**src/rtl/axi_tlb_lookup_arb.sv**
```systemverilog
// axi_tlb_lookup_arb
// Shares one TLB lookup engine between the AW (wr) and AR (rd) translation
// requesters. Requests are arbitrated round-robin, the issuing requester of
// each outstanding lookup is remembered in a small order FIFO, and in-order
// results are steered back to whoever issued them.
//
// Optional feature: define AXI_TLB_LOOKUP_ARB_PERF_CNT_EN to build the
// saturating per-requester grant counters. Without it the counter outputs
// are tied to zero and no counter registers exist.

module axi_tlb_lookup_arb #(
  parameter int unsigned AddrWidth   = 0,
  parameter int unsigned MaxInflight = 4,
  parameter int unsigned CntWidth    = 16,
  parameter type         res_t       = logic,
  // Address ports are never narrower than one bit, even for a zero default.
  localparam int unsigned AW = (AddrWidth < 1) ? 1 : AddrWidth
) (
  input  logic                clk_i,
  input  logic                rst_ni,

  input  logic [AW-1:0]       wr_req_addr_i,
  input  logic                wr_req_valid_i,
  output logic                wr_req_ready_o,
  output res_t                wr_res_o,
  output logic                wr_res_valid_o,
  input  logic                wr_res_ready_i,

  input  logic [AW-1:0]       rd_req_addr_i,
  input  logic                rd_req_valid_i,
  output logic                rd_req_ready_o,
  output res_t                rd_res_o,
  output logic                rd_res_valid_o,
  input  logic                rd_res_ready_i,

  output logic [AW-1:0]       lkp_req_addr_o,
  output logic                lkp_req_valid_o,
  input  logic                lkp_req_ready_i,
  input  res_t                lkp_res_i,
  input  logic                lkp_res_valid_i,
  output logic                lkp_res_ready_o,

  output logic [CntWidth-1:0] wr_grant_cnt_o,
  output logic [CntWidth-1:0] rd_grant_cnt_o
);

  localparam int unsigned PtrW  = (MaxInflight > 1) ? $clog2(MaxInflight) : 1;
  localparam int unsigned CntQW = $clog2(MaxInflight + 1);

  localparam logic [CntQW-1:0] MaxCnt  = CntQW'(MaxInflight);
  localparam logic [PtrW-1:0]  LastPtr = PtrW'(MaxInflight - 1);

  // Requester IDs: 0 = wr, 1 = rd.
  logic                   prio_q;
  logic                   lock_q;
  logic                   lock_sel_q;
  logic [MaxInflight-1:0] fifo_q;
  logic [PtrW-1:0]        wptr_q;
  logic [PtrW-1:0]        rptr_q;
  logic [CntQW-1:0]       cnt_q;

  logic sel;
  logic sel_valid;
  logic eligible;
  logic req_hs;
  logic fifo_empty;
  logic head;
  logic res_hs;

  // Slot availability uses the registered count, so a same-cycle pop never frees a slot.
  assign eligible   = (cnt_q < MaxCnt);
  assign fifo_empty = (cnt_q == '0);
  assign head       = fifo_q[rptr_q];

  // A held request keeps its requester; otherwise a lone requester wins, and ties go to prio_q.
  always_comb begin
    sel = 1'b0;
    if (lock_q) begin
      sel = lock_sel_q;
    end else if (wr_req_valid_i && !rd_req_valid_i) begin
      sel = 1'b0;
    end else if (rd_req_valid_i && !wr_req_valid_i) begin
      sel = 1'b1;
    end else if (wr_req_valid_i && rd_req_valid_i) begin
      sel = prio_q;
    end
  end

  assign sel_valid       = sel ? rd_req_valid_i : wr_req_valid_i;
  assign lkp_req_valid_o = sel_valid & eligible;
  assign lkp_req_addr_o  = sel ? rd_req_addr_i : wr_req_addr_i;
  assign wr_req_ready_o  = ~sel & lkp_req_ready_i & eligible;
  assign rd_req_ready_o  =  sel & lkp_req_ready_i & eligible;
  assign req_hs          = lkp_req_valid_o & lkp_req_ready_i;

  // Results are steered by the FIFO head; an empty FIFO never accepts a result.
  assign wr_res_o        = lkp_res_i;
  assign rd_res_o        = lkp_res_i;
  assign wr_res_valid_o  = lkp_res_valid_i & ~fifo_empty & ~head;
  assign rd_res_valid_o  = lkp_res_valid_i & ~fifo_empty &  head;
  assign lkp_res_ready_o = (head ? rd_res_ready_i : wr_res_ready_i) & ~fifo_empty;
  assign res_hs          = lkp_res_valid_i & lkp_res_ready_o;

  // Round-robin priority flips away from whoever was just granted.
  always_ff @(posedge clk_i or negedge rst_ni) begin
    if (!rst_ni) begin
      prio_q <= 1'b0;
    end else if (req_hs) begin
      prio_q <= ~sel;
    end
  end

  // Hold the selection while the engine stalls so valid and address stay stable.
  always_ff @(posedge clk_i or negedge rst_ni) begin
    if (!rst_ni) begin
      lock_q     <= 1'b0;
      lock_sel_q <= 1'b0;
    end else if (req_hs) begin
      lock_q     <= 1'b0;
    end else if (lkp_req_valid_o && !lkp_req_ready_i) begin
      lock_q     <= 1'b1;
      lock_sel_q <= sel;
    end
  end

  // Order FIFO: push the granted ID, pop on result handshake, pointers wrap at MaxInflight.
  always_ff @(posedge clk_i or negedge rst_ni) begin
    if (!rst_ni) begin
      fifo_q <= '0;
      wptr_q <= '0;
      rptr_q <= '0;
      cnt_q  <= '0;
    end else begin
      if (req_hs) begin
        fifo_q[wptr_q] <= sel;
        wptr_q         <= (wptr_q == LastPtr) ? '0 : wptr_q + PtrW'(1);
      end
      if (res_hs) begin
        rptr_q <= (rptr_q == LastPtr) ? '0 : rptr_q + PtrW'(1);
      end
      case ({req_hs, res_hs})
        2'b10:   cnt_q <= cnt_q + CntQW'(1);
        2'b01:   cnt_q <= cnt_q - CntQW'(1);
        default: cnt_q <= cnt_q;
      endcase
    end
  end

`ifdef AXI_TLB_LOOKUP_ARB_PERF_CNT_EN
  logic [CntWidth-1:0] wr_cnt_q;
  logic [CntWidth-1:0] rd_cnt_q;

  // Per-requester grant counters that stick at all-ones instead of wrapping.
  always_ff @(posedge clk_i or negedge rst_ni) begin
    if (!rst_ni) begin
      wr_cnt_q <= '0;
      rd_cnt_q <= '0;
    end else if (req_hs) begin
      if (!sel && (wr_cnt_q != '1)) begin
        wr_cnt_q <= wr_cnt_q + CntWidth'(1);
      end
      if (sel && (rd_cnt_q != '1)) begin
        rd_cnt_q <= rd_cnt_q + CntWidth'(1);
      end
    end
  end

  assign wr_grant_cnt_o = wr_cnt_q;
  assign rd_grant_cnt_o = rd_cnt_q;
`else
  assign wr_grant_cnt_o = '0;
  assign rd_grant_cnt_o = '0;
`endif

endmodule

```
**config.mk**
```make
export PLATFORM = sky130hd
export DESIGN_NAME = axi_tlb_lookup_arb
export DESIGN_NICKNAME = d
export VERILOG_FILES = /design/src/rtl/axi_tlb_lookup_arb.sv
export SDC_FILE = /design/constraint.sdc
export NUM_CORES = 1
export LEC_CHECK = 0
export ABC_AREA = 0
export BUFFER_PORTS_ARGS = -buffer_cell sky130_fd_sc_hd__buf_2
export CAP_MARGIN = 40
export CORE_MARGIN = 3
export CORE_UTILIZATION = 49
export DETAILED_ROUTE_END_ITERATION = 7
export PLACE_DENSITY_LB_ADDON = 0.2
export SYNTH_ARGS = -nofsm -noshare
export SYNTH_HDL_FRONTEND = slang
export SYNTH_SLANG_ARGS = --single-unit
```
**constraint.sdc**
```tcl
create_clock -name clk_i -period 5.7 [get_ports clk_i]
set_input_delay 1.14 -clock clk_i [delete_from_list [all_inputs] [get_ports clk_i]]
set_output_delay 1.14 -clock clk_i [all_outputs]
set_load 0.02 [all_outputs]
```
==> impl_metrics.yaml <==
run_status:
  status: "finished clean"
timing:
  holdWs_ns: 0.494
  finalHoldViolCount: 0
  drv_slew: 0
  fin_crit_ns: 3.39
  fmax_mhz: 295
  finalCritPeriodShare_pct: 59.4
  setup_viol: 0
  finalWorstSetupSlack_ns: 2.31
  skew_ns: 0.000961
  grt_setup_unrepaired: "false"
  worst_pin_slew_ns: 0.581
  slew_headroom_pct: 61.3
  setup-tns-final_ns: 0
finish:
  insertedDiodeCount: 0
  layout_common_cells: "32 x conb_1, 16 x buf_2, 14 x dfrtp_1"
  area_delta_synth_final_pct: 1.04
  fillers: 202
  layout_commonest_cell: "conb_1"
  nets: 146
  drive_gt1_share_pct: 17.3
  fin_util_pct: 54.1
cts:
  ctsHtreeMaxLevel: 1
  cts.sinks: 14
  cts-resized-gates: 0
  clockBufferDepth: 2
  cts_setup_buffers: 0
  clk_pin_slew_ns: 0.08
  cts_made_buffers: 3
  cts-hold-fix-buffers: 0
  clock_latency_ns: 0.28
  ctsRootBufferMaster: "clkbuf_4"
  cts_tree: "yes"
critical_path:
  cp.arrival_ns: 2.25
  cpPeakStageDelay_ns: 0.34
  crit_start: "rd_req_valid_i"
  cp_top_family: "multiplexers"
  path_common_cell: "buf_2"
  path_buf_inv: 3
  end_kind: "primary output"
  worstReg2RegStart: "rptr_q[0]"
  cp.required_ns: 4.56
  worstSetupPathType: "input pin to primary output"
  setup.worst_path.start_class: "input pin"
  worst-path-max-fanout: 8
  path_cells: "buf_2 > inv_1 > a211o_1 > nand2_1 > mux2_1 > buf_2"
  cp_slowest_cell: "mux2_1"
global_routing:
  gr-usage-all-layers_pct: 12.3
  grt_pass1_wl_um: 2480
  grt_start_max_net_pins: 15
  grt_pass1_vias: 591
  grt.overflow.total: 0
  grt_antenna_before_repair: 0
power_and_ir_drop:
  ir_drop_mv: 0.194
  power_leakage_nw: 0.587
  powerDensity_nw_per_um2: 478
floorplanning:
  start_util_pct: 53.6
  rows: 16
  core_um2: 2020
  io_pins: 52
  die_h_um: 53.0
  die_area_um2: 2810
  die_w_um: 53.0
detailed_routing:
  num_vias: 682
  drt.antenna.violating_nets: 0
  drc: 0
  wl_per_cell_um: 10.4
  detail_route.iter0.violations: 6
  first_pass_iters: 2
  totalWireLength_um: 1590
  vias_per_cell: 4.43
yosys:
  ys_warn_count: 0
  synth_seq_cells: 14
  yosysUniqueCellTypes: 21
  syn_avg_cell_area_um2: 9.85
  synthTopCellsByArea: "dfrtp_1 32%, buf_4 24%, mux2_1 10%"
  synth_cells: 110
  post-synth-top-area-fraction_pct: 32.3
  ys_seq_area_share_pct: 32.3
  synth.cell_area_um2: 1080
  synth_top_cell_by_area: "dfrtp_1"
worst_hold_path:
  hold_start: "fifo_q[3]"
  hp-class: "flop to flop"
place:
  dp_worst_setup_slack_ns: 2.29
  post-dp-hpwl_um: 1360
  port_buffers: 16
  globalplace.congestion: 0.729
flow_run:
  cap_violations: 0
-- per-stage QoR --
step	std cells	area (um2)	power [mW]
2_1_floorplan	141	1200	0.411
3_3_place_gp	150	1060	0.448
3_5_place_dp	150	1060	0.460
4_1_cts	154	1090	0.535
5_1_grt	154	1090	0.577
6_report	154	1090	0.523
-- logic make-up after synthesis --
group	after synthesis	synth area share, %
xor+xnor	3	2.43
mux	14	15.2
other cells	1	0.346
simple gates	26	12.8
flops	14	32.3
buf+inv	42	26.3
fa+ha+maj	7	8.78
compound gates	3	1.73
-- final timing paths --
kind / end / slack [ns] / depth (start not counted)
max: lkp_req_addr_o / 2.31 / 6
min: fifo_q[3] / 0.49 / 1
max reg2reg: cnt_q[2] / 3.20 / 9
min reg2reg: fifo_q[3] / 0.49 / 1
max in group asynchronous: cnt_q[1] / 4.72 / 1
min in group asynchronous: rptr_q[1] / 0.74 / 1
-- sequential cells by signal, indices dropped and copies added (netlist names) --
| signal | flops |
|---|---|
| fifo_q | 4 |
| wptr_q | 2 |
| rptr_q | 2 |
| lock_q | 1 |
| lock_sel_q | 1 |
| cnt_q | 3 |
| prio_q | 1 |
-- power breakdown --
group          switching, mW  internal [mW]  leakage (nW)
clock                 0.0320         0.0388        0.0210
sequential            0.0374          0.148         0.168
combinational          0.153          0.115         0.398
total                  0.222          0.301         0.587
-- synth_stat cells, drive strengths merged --
cell    instances
nor4b           4
ha              6
conb            1
mux2           10
a21oi           2
nand2b          3
nor3            3
nor4            1
fa              1
mux4            1
inv             8
a211o           1
mux2i           3
dfrtp          14
nand2           2
xor2            2
xnor2           1
nor2b           1
buf            34
nor2           12
-- routing by layer --
layer  vias up  global-route usage [%]  part of all wire [%]
met1       325                    15.2                    40
met2        26                    19.8                    51
met3         0                    2.82                   8.7
li1        331                       -                     -
met5         -                       0                     0
met4         0                    6.38                     0
-- cell type report --
class	instances	area, um2	share of cell area (%)
inverters	8	30.0	2.74
well taps	27	33.8	3.09
multi-input cells	85	564	51.5
clock buffers	4	36.3	3.31
flip-flops and latches	14	350	32.0
repair buffers	16	80.1	7.31
(Power assumes the default switching activity.)
